<file path="config.mk">
export PLATFORM = sky130hd
export DESIGN_NAME = mem_arbiter
export DESIGN_NICKNAME = d
export VERILOG_FILES = /design/src/rtl/mem_arb_pkg.sv /design/src/rtl/mem_arb_beat_ctr.sv /design/src/rtl/mem_arbiter.sv
export SDC_FILE = /design/constraint.sdc
export NUM_CORES = 1
export LEC_CHECK = 0
export CELL_PAD_IN_SITES_DETAIL_PLACEMENT = 1
export CELL_PAD_IN_SITES_GLOBAL_PLACEMENT = 1
export CORE_ASPECT_RATIO = 1.2
export CORE_MARGIN = 2
export CORE_UTILIZATION = 27
export DETAILED_ROUTE_END_ITERATION = 10
export PLACE_DENSITY_LB_ADDON = 0.25
export SYNTH_ARGS = -nofsm -noshare
export SYNTH_HDL_FRONTEND = slang
export SYNTH_HIERARCHICAL = 1
export SYNTH_SLANG_ARGS = --single-unit
</file>
<file path="constraint.sdc">
create_clock -name clk -period 2.65 [get_ports clk]
set_clock_uncertainty 0.05 [all_clocks]
set_input_delay 0.53 -clock clk [delete_from_list [all_inputs] [get_ports clk]]
set_output_delay 0.53 -clock clk [all_outputs]
set_load 0.05 [all_outputs]
</file>
<file path="src/rtl/mem_arb_pkg.sv">
// Shared types and helpers for the main-memory arbiter (mem_arbiter).
package mem_arb_pkg;

    localparam int unsigned BLK_WORDS_DFLT = 8;
    localparam int unsigned IDX_W          = $clog2(BLK_WORDS_DFLT);

    typedef enum logic [1:0] {
        StIdle,
        StIFill,
        StDFill,
        StDWrite
    } state_e;

    typedef enum logic {
        OwnI,
        OwnD
    } owner_e;

    // Clears the word-index bits plus the byte-within-word bit (16-bit words).
    function automatic logic [31:0] blk_align(input logic [31:0] addr, input int unsigned idx_w);
        return addr & ~((32'd1 << (idx_w + 1)) - 32'd1);
    endfunction

endpackage

</file>
<file path="src/rtl/mem_arb_beat_ctr.sv">
// Issue/return beat counters for one block fill; cleared whenever the arbiter is idle.
module mem_arb_beat_ctr #(
    parameter int unsigned BLK_WORDS = 8,
    parameter int unsigned IdxW      = $clog2(BLK_WORDS)
) (
    input  logic            clk_i,
    input  logic            rst_ni,
    input  logic            clr_i,
    input  logic            issue_i,
    input  logic            ret_i,
    output logic [IdxW-1:0] issue_idx_o,
    output logic            issue_done_o,
    output logic [IdxW-1:0] ret_idx_o,
    output logic            ret_last_o,
    output logic            ret_full_o
);

    localparam int unsigned CntW = IdxW + 1;

    logic [CntW-1:0] issue_cnt_q, issue_cnt_d;
    logic [CntW-1:0] ret_cnt_q, ret_cnt_d;

    always_comb begin
        issue_cnt_d = issue_cnt_q;
        ret_cnt_d   = ret_cnt_q;
        if (clr_i) begin
            issue_cnt_d = '0;
            ret_cnt_d   = '0;
        end else begin
            if (issue_i) issue_cnt_d = issue_cnt_q + CntW'(1);
            if (ret_i)   ret_cnt_d   = ret_cnt_q + CntW'(1);
        end
    end

    always_ff @(posedge clk_i) begin
        if (!rst_ni) begin
            issue_cnt_q <= '0;
            ret_cnt_q   <= '0;
        end else begin
            issue_cnt_q <= issue_cnt_d;
            ret_cnt_q   <= ret_cnt_d;
        end
    end

    assign issue_idx_o  = issue_cnt_q[IdxW-1:0];
    assign issue_done_o = (issue_cnt_q == CntW'(BLK_WORDS));
    assign ret_idx_o    = ret_cnt_q[IdxW-1:0];
    assign ret_last_o   = (ret_cnt_q == CntW'(BLK_WORDS - 1));
    assign ret_full_o   = (ret_cnt_q == CntW'(BLK_WORDS));

endmodule

</file>
<file path="src/rtl/mem_arbiter.sv">
// Arbitrates main memory between I-cache and D-cache miss FSMs (block fills, single writes).
// Define MEM_ARB_RR_EN to alternate grants when both caches request together.
module mem_arbiter
    import mem_arb_pkg::*;
#(
    parameter int unsigned ADDR_W    = 16,
    parameter int unsigned DATA_W    = 16,
    parameter int unsigned BLK_WORDS = BLK_WORDS_DFLT,
    parameter int unsigned MEM_LAT   = 4
) (
    input  logic                         clk,
    input  logic                         rst_n,
    input  logic                         i_req,
    input  logic [ADDR_W-1:0]            i_addr,
    output logic                         i_grant,
    output logic                         i_data_vld,
    output logic                         i_done,
    input  logic                         d_req,
    input  logic                         d_wr,
    input  logic [ADDR_W-1:0]            d_addr,
    input  logic [DATA_W-1:0]            d_wdata,
    output logic                         d_grant,
    output logic                         d_data_vld,
    output logic                         d_done,
    output logic [DATA_W-1:0]            fill_data,
    output logic [$clog2(BLK_WORDS)-1:0] fill_idx,
    output logic                         mem_en,
    output logic                         mem_wr,
    output logic [ADDR_W-1:0]            mem_addr,
    output logic [DATA_W-1:0]            mem_wdata,
    input  logic [DATA_W-1:0]            mem_rdata,
    input  logic                         mem_rvld
);

    localparam int unsigned IdxW = $clog2(BLK_WORDS);

    if (MEM_LAT < 1 || (32'd1 << IdxW) != BLK_WORDS) begin : g_param_chk
        $error("mem_arbiter: MEM_LAT must be >= 1 and BLK_WORDS a power of 2");
    end

    state_e            state_q, state_d;
    logic [ADDR_W-1:0] addr_q, addr_d;
    logic [DATA_W-1:0] wdata_q, wdata_d;
    logic [IdxW-1:0]   issue_idx, ret_idx;
    logic              issue_done, ret_last, ret_full;
    logic              in_fill, issue, ret_acc, pick_d;

    assign in_fill = (state_q == StIFill) || (state_q == StDFill);
    assign issue   = in_fill && !issue_done;
    // Returns outside a fill (e.g. in flight across a reset) are dropped here.
    assign ret_acc = in_fill && mem_rvld && !ret_full;

`ifdef MEM_ARB_RR_EN
    owner_e last_owner_q, last_owner_d;

    assign pick_d = d_req && (!i_req || (last_owner_q == OwnI));

    always_comb begin
        last_owner_d = last_owner_q;
        if (state_q == StIdle && (d_req || i_req)) last_owner_d = pick_d ? OwnD : OwnI;
    end

    always_ff @(posedge clk) begin
        if (!rst_n) last_owner_q <= OwnI;
        else        last_owner_q <= last_owner_d;
    end
`else
    assign pick_d = d_req;
`endif

    always_comb begin
        state_d = state_q;
        addr_d  = addr_q;
        wdata_d = wdata_q;
        case (state_q)
            StIdle: begin
                if (pick_d) begin
                    state_d = d_wr ? StDWrite : StDFill;
                    addr_d  = d_wr ? d_addr : ADDR_W'(blk_align(32'(d_addr), IdxW));
                    wdata_d = d_wdata;
                end else if (i_req) begin
                    state_d = StIFill;
                    addr_d  = ADDR_W'(blk_align(32'(i_addr), IdxW));
                end
            end
            StIFill, StDFill: if (ret_acc && ret_last) state_d = StIdle;
            StDWrite:         state_d = StIdle;
            default:          state_d = StIdle;
        endcase
    end

    always_ff @(posedge clk) begin
        if (!rst_n) begin
            state_q <= StIdle;
            addr_q  <= '0;
            wdata_q <= '0;
        end else begin
            state_q <= state_d;
            addr_q  <= addr_d;
            wdata_q <= wdata_d;
        end
    end

    mem_arb_beat_ctr #(
        .BLK_WORDS (BLK_WORDS),
        .IdxW      (IdxW)
    ) u_beat_ctr (
        .clk_i        (clk),
        .rst_ni       (rst_n),
        .clr_i        (state_q == StIdle),
        .issue_i      (issue),
        .ret_i        (ret_acc),
        .issue_idx_o  (issue_idx),
        .issue_done_o (issue_done),
        .ret_idx_o    (ret_idx),
        .ret_last_o   (ret_last),
        .ret_full_o   (ret_full)
    );

    always_comb begin
        i_grant    = (state_q == StIFill);
        d_grant    = (state_q == StDFill) || (state_q == StDWrite);
        mem_en     = issue || (state_q == StDWrite);
        mem_wr     = (state_q == StDWrite);
        mem_addr   = '0;
        mem_wdata  = '0;
        if (issue) mem_addr = addr_q | ADDR_W'({issue_idx, 1'b0});
        if (state_q == StDWrite) begin
            mem_addr  = addr_q;
            mem_wdata = wdata_q;
        end
        i_data_vld = ret_acc && (state_q == StIFill);
        d_data_vld = ret_acc && (state_q == StDFill);
        i_done     = i_data_vld && ret_last;
        d_done     = (d_data_vld && ret_last) || (state_q == StDWrite);
        fill_data  = ret_acc ? mem_rdata : '0;
        fill_idx   = ret_acc ? ret_idx : '0;
    end

endmodule

</file>
==> Word level (Yosys, flattened, before mapping) <==
Index checks and enable logic that the tools add are counted.
{ "classes": {"addsub": 2, "n_reduce_logical": 21, "bitwise": 2, "muxes": 13, "eq_ne": 8} }
{ "ops": {"columns": ["cell", "n"], "rows": [
  ["16-bit two-way mux", 6],
  ["16-bit by 4-bit bitwise OR with 16-bit output", 1],
  ["4-bit by 1-bit adder with 4-bit output, second input constant", 2],
  ["4-bit == test, second input constant", 2],
  ["1-bit logical AND", 8],
  ["2-bit two-way mux", 3],
  ["2-bit case mux with 3 select lines", 1],
  ["2-bit AND reduction", 3],
  ["2-bit == test, second input constant", 2],
  ["4-bit by 3-bit == test with 1-bit output, second input constant", 1],
  ["1-bit logical OR", 4],
  ["4-bit two-way mux", 1],
  ["2-bit OR reduction", 2],
  ["3-bit two-way mux", 1],
  ["3-bit != test, second input constant", 1],
  ["2-bit by 1-bit == test with 1-bit output, second input constant", 1],
  ["1-bit zero test", 2],
  ["2-bit zero test", 1],
  ["2-bit != test, second input constant", 1],
  ["2-bit nonzero test", 1],
  ["1-bit two-way mux", 1],
  ["1-bit NOT", 1]
]} }
{ "word_totals": {"input_bits": 70, "register_bits": 42} }

==> Logic depth before layout (Yosys ltp) <==
Gate-level depths: netlist (run 1).
{ "depth": {"ltp_word": 7, "depth_mapped": 8, "mapped_depth_nobuf": 7} }

==> Modules after synthesis <==
The synthesis (run 1) kept the hierarchy.
{ "by_module_without_submodules": {"columns": ["mod", "cells_each", "area_per_inst_um2", "n_inst"], "rows": [
  ["mem_arbiter", 229, 1905.6, 1],
  ["mem_arb_beat_ctr", 50, 462.9, 1]
]} }

==> Worst setup path before layout (run 1) <==
OpenSTA, ideal clock, no wires.
{ "synth_path": {"kind": "register to output", "start": "reg state_q[0]", "end": "out mem_addr[10]", "arrival_time_ps": 2021, "path_slack_ps": 49, "n_path_buf": 1, "path_stages_with_launch": 7, "path_cell_list": "dfxtp_1 inv_1 ha_1 and2b_1 nor2_2 buf_2 nor2b_1"} }
{ "synth_between": {"elab_chain_len": 5} }
{ "synth_rtl": {"columns": ["element", "line_no", "rtl"], "rows": [
  ["start, declared", "mem_arbiter.sv:41", "state_e state_q, state_d;"],
  ["start signal, assigned", "mem_arbiter.sv:94", "state_q <= StIdle;"],
  ["start signal, assigned", "mem_arbiter.sv:98", "state_q <= state_d;"],
  ["2-bit by 1-bit == test with 1-bit output or 2-bit == test (tied branches)", "mem_arbiter.sv:48", "assign in_fill = (state_q == StIFill) || (state_q == StDFill);"],
  ["1-bit logical OR *", "mem_arbiter.sv:48", null],
  ["1-bit logical AND *", "mem_arbiter.sv:49", "assign issue = in_fill && !issue_done;"],
  ["via issue", "mem_arbiter.sv:46", "logic in_fill, issue, ret_acc, pick_d;"],
  ["16-bit two-way mux *", "mem_arbiter.sv:127", "if (issue) mem_addr = addr_q | ADDR_W'({issue_idx, 1'b0});"],
  ["16-bit two-way mux *", "mem_arbiter.sv:128", "if (state_q == StDWrite) begin"],
  ["end, declared", "mem_arbiter.sv:29", "output logic [ADDR_W-1:0] mem_addr,"]
]} }
The timed path passes the listed nets; every way through them passes the cells marked *.

==> Worst setup path in the final report (run 1) <==
{ "layout_path": {"start": "reg state_q[1]", "end": "out d_done"} }
{ "layout_between": {"elab_chain_len": 7} }
{ "layout_rtl": {"columns": ["element", "line_no", "rtl"], "rows": [
  ["2-bit by 1-bit == test with 1-bit output or 2-bit == test (tied branches)", "mem_arbiter.sv:48, mem_arbiter.sv:133", null],
  ["1-bit logical OR", "mem_arbiter.sv:48", null],
  ["1-bit logical AND (2 in a row)", "mem_arbiter.sv:51", "assign ret_acc = in_fill && mem_rvld && !ret_full;"],
  ["1-bit logical AND", "mem_arbiter.sv:133", "d_data_vld = ret_acc && (state_q == StDFill);"],
  ["1-bit logical AND", "mem_arbiter.sv:135", "d_done = (d_data_vld && ret_last) || (state_q == StDWrite);"],
  ["1-bit logical OR *", "mem_arbiter.sv:135", null],
  ["end, declared", "mem_arbiter.sv:24", "output logic d_done,"]
]} }
Every way passes the cells marked *; elsewhere a longest branch is shown, timed or not.

==> flow_metrics.tcl, run 1 <==
set metrics [dict create \
    dieHeight_um 107 \
    drv_slew 0 \
    die_w_um 89.5 \
    initial_core_util_pct 27.7 \
    multiInputGateArea_um2 1360 \
    place_area_um2 4030 \
    netlist_instances 279 \
    synthMostInstantiatedCell "nand2_1" \
    htree_levels 2 \
    met2_usage_pct 27.5 \
    synthAdderAreaFrac_pct 4.23 \
    ir_worst_vdd_uv 449 \
    fin_crit_sh_pct 95.3 \
    final_area_um2 4150 \
    worstSkewPairLatency_ns 0.29 \
    ys_ff_latch 42 \
    routabilityCongestion 0.713 \
    portBuffers 124 \
    drt-pass1-iter-count 4 \
    synth.mux.area_fraction_pct 6.76 \
    cp_max_fo 6 \
    grtUsageMet1_pct 16.6 \
    synthXorXnorAreaFrac_pct 0.740 \
    yosysTopAreaCellShare_pct 35.5 \
    ys_seq_area_share_pct 35.5 \
    postRouteAntennaNets 0 \
    ioPinCount 129 \
    grt_max_degree 25 \
    synth-simple-area-share_pct 29.7 \
    drt_iter0_drc 86 \
    cp.arrival_ns 1.95 \
    crit_chain "inv_1, ha_2, and3b_1, and2_1, a21o_1, buf_12" \
    critPathMaxStageDelay_ns 0.39 \
    slew_headroom_pct 62.6 \
    drive_gt1_share_pct 20.9 \
    core_area_um2 8560 \
    clk_path_buf_depth 2 \
    vias 2322 \
    yosys.area.top_type "dfxtp_1" \
    n_fill_cell 966 \
    avgSynthCellArea_um2 8.49 \
    synth_common_cells "47 x nand2_1, 42 x dfxtp_1, 38 x and2_1" \
    numClockSinks 42 \
    slowest_stage "ha_2" \
    path_class "register to output pin" \
    hpwl_um 5580 \
    rsz0062_at_grt "true" \
    use_met3_pct 4.08 \
    diodes 0 \
    area_growth_syn_to_layout_pct 75.3 \
    dpl.cell_count 506 \
    tightest_slew_ns 0.559 \
    ff_latch_area_um2 845 \
    routed_wl_um 7070 \
    dieArea_um2 9540 \
    status "finished, final reports clean" \
    synth_area_um2 2370 \
    finalNonFillerCells 514 \
    fmaxAchievable_ghz 0.396 \
    p_per_area_nw_per_um2 752 \
    hold_path_class "register to register" \
    yosysUniqueCellTypes 35 \
    synth_edf_count 0 \
    grt_use_total_pct 15.0 \
    synth_top_family_by_area "simple AND/OR/NAND/NOR gates" \
    top_usage_layer "met2" \
    maxCapViolations 0 \
    synth_ff_type "dfxtp_1" \
    nets 475 \
    grt_pass1_wl_um 11400 \
    cts_tree "done" \
    cts_buffers 5 \
    wire_per_inst_um 13.8 \
    required_ns 2.07 \
    clockRootBuffer "clkbuf_8" \
    antenna_found_initial 0 \
    cp-start-kind "register" \
    hold_viol_final 0 \
    setup_viol 0 \
    synth-async-reset-ratio_pct 0 \
    rows 37 \
    yosysWarnings 6 \
    ys_top_cells_by_area "dfxtp_1 35%, and2_1 10%, nand2_1 7.4%, mux2i_1 6.8%, o211a_1 5.1%" \
    gr-total-overflow 0 \
    end_kind "output pin" \
    p_leak_nw 1.80 \
    grt_pass1_vias 2438 \
    synthesis.nets 357 \
    drc_errors 0 \
    vias_per_cell 4.52 \
    clk_pin_slew_worst_paths_ns 0.08 \
    synth_compound_area_share_pct 15.7 \
    period_minus_slack_ns 2.53 \
]
## cell type report
class                      count  share of cell area (%)
inverter                       9                   0.813
sequential                    42                    20.3
multi-input combinational    206                    32.7
timing repair buffer         133                    40.8
tap                          117                    3.53
clock buffer                   7                    1.84
## report_power, final
part | switching [mW] | internal (mW)
Combinational | 1.11 | 0.794
Sequential | 0.0674 | 0.755
Clock | 0.215 | 0.182
Total | 1.39 | 1.73
## per-stage QoR
stage                     TNS [ns]  total power, mW  hold slack, ns  utilization [%]  worst slack [ns]
after floorplan                  0             2.01           0.380                -            0.0488
final                            0             3.12           0.404             48.5             0.124
after CTS                        0             3.14           0.405             48.1            0.0119
after detailed placement         0             2.71           0.394             47.1             0.213
after global routing       -0.0717             3.33           0.428             48.5           -0.0251
after global placement           0             2.66           0.387             47.1             0.242
## final timing paths
path / endpoint / cells past startpoint / slack [ns] / from
worst max-delay path: d_done / 6 / 0.12 / state_q[1]$_SDFFE_PN0P_
worst min-delay path: wdata_q[11]$_SDFFE_PN0P_ / 2 / 0.40 / wdata_q[11]$_SDFFE_PN0P_
worst max register to register: u_beat_ctr/ret_cnt_q[1]$_SDFFE_PP0P_ / 6 / 0.95 / state_q[1]$_SDFFE_PN0P_
worst min register to register: wdata_q[11]$_SDFFE_PN0P_ / 2 / 0.40 / wdata_q[11]$_SDFFE_PN0P_
## routing by layer
metal / wire, µm / share of wire [%] / vias to the layer above
li1: - / - / 1146
met1: 2840 / 40 / 1066
met2: 3490 / 49 / 100
met3: 627 / 8.9 / 10
met4: 108 / 1.5 / 0
met5: 0 / 0 / -
## timing repair
| item | in CTS | in global routing |
|---|---|---|
| hold buffers | 0 | 0 |
| setup endpoints to repair | 21 | 37 |
| hold endpoints to repair | 0 | 0 |
| buffers inserted | 1 | 0 |
| resized for setup | 2 | 11 |
## cells by family (layout without fill, tap and decap cells)
| kind of cell | count (synthesis) | in the layout |
|---|---|---|
| AND/OR/NAND/NOR | 133 | 133 |
| adder cells (fa/ha/maj) | 8 | 8 |
| XOR/XNOR | 2 | 2 |
| flip-flops | 42 | 42 |
| multiplexers | 16 | 16 |
| AO/OA/AOI/OAI | 47 | 47 |
| buffers and inverters | 31 | 149 |
## worst max-delay path: cells and delay by family (launching register included)
family	cells	cell delay (ns)
flip-flops	1	0.38
AO/OA/AOI/OAI	1	0.19
buffers and inverters	2	0.23
AND/OR/NAND/NOR	2	0.46
adder cells (fa/ha/maj)	1	0.39
## registers in the layout, indices dropped and copies added (netlist names)
signal,cells
addr_q,16
u_beat_ctr/ret_cnt_q,4
u_beat_ctr/issue_cnt_q,4
state_q,2
wdata_q,16
## cell usage in the layout (no fill, tap or decap), types with 2 or more instances in the layout
cell type / Yosys / final
a21boi_1: 10 / 10
clkbuf_1: 7 / 2
mux2i_1: 16 / 16
clkbuf_8: 0 / 5
nand2_1: 47 / 47
nor2_1: 9 / 9
and3b_1: 2 / 2
buf_6: 3 / 6
a21bo_2: 2 / 2
nand3_1: 3 / 3
a21boi_0: 6 / 6
and2_1: 38 / 38
buf_4: 8 / 20
dfxtp_2: 0 / 3
a21oi_1: 7 / 7
inv_1: 9 / 9
nor2b_1: 17 / 17
nand3b_1: 5 / 5
a31o_2: 2 / 2
o211a_1: 12 / 12
ha_1: 8 / 7
and3_1: 2 / 2
xnor2_1: 2 / 2
dfxtp_1: 42 / 39
nand2b_1: 2 / 2
nand4_1: 2 / 2
or3b_1: 2 / 2
clkdlybuf4s50_1: 0 / 66
a22oi_1: 4 / 4
buf_12: 0 / 40
Power figures use the tool's default switching activity.
==> run 2: changes to the inputs <==
--- a/config.mk
+++ b/config.mk
@@ -9,8 +9,9 @@
 export CELL_PAD_IN_SITES_GLOBAL_PLACEMENT = 1
 export CORE_ASPECT_RATIO = 1.2
 export CORE_MARGIN = 2
-export CORE_UTILIZATION = 27
+export CORE_UTILIZATION = 30
 export DETAILED_ROUTE_END_ITERATION = 10
+export DONT_BUFFER_PORTS = 1
 export PLACE_DENSITY_LB_ADDON = 0.25
 export SYNTH_ARGS = -nofsm -noshare
 export SYNTH_HDL_FRONTEND = slang
==> run 2 against run 1 <==
  * Cell count fell by 18%
  * Count of clock-buffer cells in the layout down 2
  * Utilization decreased by 6.6 points
  * Sequential share of layout area increased by 5.9 points
  * Hold slack worse by 0.089 ns
  * Register-to-register slack lost 0.03 ns
  * Setup slack improved by 0.048 ns
  * Combinational power down 11%
  * Sequential power shrank 0.5%
  * Critical path depth increased by 1
  * Final area decreased by 23%
  * Total power fell by 3.2%
  * Critical endpoint is now fill_data[4]
==> flow_metrics.tcl, run 2 (synthesis results as in run 1) <==
set metrics [dict create \
    hpwl_um 4500 \
    rsz0062_at_grt "false" \
    n_fill_cell 876 \
    dieHeight_um 101 \
    drive_gt1_share_pct 24.7 \
    worst_slack_ns 0.172 \
    gr-total-overflow 0 \
    ir_worst_vdd_uv 414 \
    fmaxAchievable_ghz 0.403 \
    grt_use_total_pct 14.0 \
    core_area_um2 7660 \
    clk_path_buf_depth 2 \
    pre_cts_ws_ns 0.271 \
    dieArea_um2 8620 \
    slowest_stage "dfxtp_1" \
    cts_buffers 5 \
    htree_levels 2 \
    status "finished, final reports clean" \
    cts_tree "done" \
    die_w_um 85.1 \
    largestRegisters "addr_q: 16 flops, wdata_q: 16 flops" \
    drc_errors 0 \
    vias_per_cell 4.88 \
    p_leak_nw 1.49 \
    grt_pass1_vias 2067 \
    hold_slack_ns 0.315 \
    fin_crit_sh_pct 93.5 \
    crit_top_cell "and3b_1" \
    path_class "register to output pin" \
    p_per_area_nw_per_um2 942 \
    tns_ns 0 \
    setup_viol 0 \
    end_kind "output pin" \
    ioPinCount 129 \
    drt-pass1-iter-count 4 \
    grt_pass1_wl_um 9830 \
    area_growth_syn_to_layout_pct 35.6 \
    antenna_found_initial 0 \
    final_cell_mix "47 x nand2_1, 40 x dfxtp_1, 40 x buf_4" \
    numClockSinks 42 \
    diodes 0 \
    maxCapViolations 0 \
    nets 405 \
    period_minus_slack_ns 2.48 \
    clk_pin_slew_worst_paths_ns 0.09 \
    critPathMaxStageDelay_ns 0.40 \
    slew_headroom_pct 60.3 \
    cp_max_fo 14 \
    initial_core_util_pct 30.9 \
    drv_slew 0 \
    power_mw 3.02 \
    wire_per_inst_um 14.4 \
    drt_iter0_drc 37 \
    tightest_slew_ns 0.596 \
    cp.arrival_ns 1.90 \
    portBuffers 0 \
    required_ns 2.07 \
    routed_wl_um 6050 \
    worstSkewPairLatency_ns 0.30 \
    routabilityCongestion 0.671 \
    rows 35 \
    vias 2048 \
    postRouteAntennaNets 0 \
    crit_chain "inv_1, ha_1, and3b_1, and3b_1, buf_4, and2_1, buf_12" \
    clockRootBuffer "clkbuf_8" \
    cp-start-kind "register" \
    hold_viol_final 0 \
    final_common_cell "nand2_1" \
    grt_max_degree 42 \
    hold_path_class "input pin to register" \
]
-- run 2: final timing paths --
check	startpoint	end	slack, ns	depth (start not counted)
max	u_beat_ctr/ret_cnt_q[1]$_SDFFE_PP0P_	fill_data[4]	0.17	7
min	d_wdata[9]	wdata_q[9]$_SDFFE_PN0P_	0.32	2
max reg2reg	state_q[0]$_SDFFE_PN0P_	wdata_q[1]$_SDFFE_PN0P_	0.92	5
min reg2reg	wdata_q[11]$_SDFFE_PN0P_	wdata_q[11]$_SDFFE_PN0P_	0.40	2
-- run 2: repair_timing --
action	in CTS	in global routing
hold buffers	0	0
buffers inserted	0	1
resized for setup	2	3
endpoints found under the setup margin	17	27
-- run 2: routing by layer --
layer	part of all wire, %	vias to the layer above	global-route usage (%)
li1	-	1006	-
met1	39	952	15.5
met2	50	85	25.2
met3	9.7	5	5.05
met4	1.2	0	4.03
met5	0	-	0
-- run 2: cell type report --
| cell class | count | area (µm²) | area share, % |
|---|---|---|---|
| clock buffer | 5 | 68.8 | 2.14 |
| multi-input combinational | 206 | 1360 | 42.3 |
| clock inverter | 3 | 40.0 | 1.25 |
| sequential | 42 | 843 | 26.3 |
| inverter | 9 | 33.8 | 1.05 |
| tap | 92 | 115 | 3.59 |
| timing repair buffer | 63 | 752 | 23.4 |
-- run 2: per-stage QoR --
| step | cells | area (µm²) | utilization [%] |
|---|---|---|---|
| 2_1_floorplan | 279 | 2370 | - |
| 3_3_place_gp | 411 | 3080 | 40.2 |
| 3_5_place_dp | 411 | 3080 | 40.2 |
| 4_1_cts | 419 | 3200 | 41.7 |
| 5_1_grt | 420 | 3210 | 41.9 |
| 6_report | 420 | 3210 | 41.9 |
-- run 2: critical path, delay by kind of cell (launching register included) --
family,cells,cell delay [ns]
DFF,1,0.40
buffers and inverters,3,0.40
adders and majority gates,1,0.18
and+or+nand+nor,3,0.62
-- run 2: report_power, final --
part	total (mW)	switching, mW	internal, mW
Clock	0.507	0.230	0.278
Combinational	1.70	1.05	0.645
Sequential	0.819	0.0650	0.754
Total	3.02	1.35	1.68
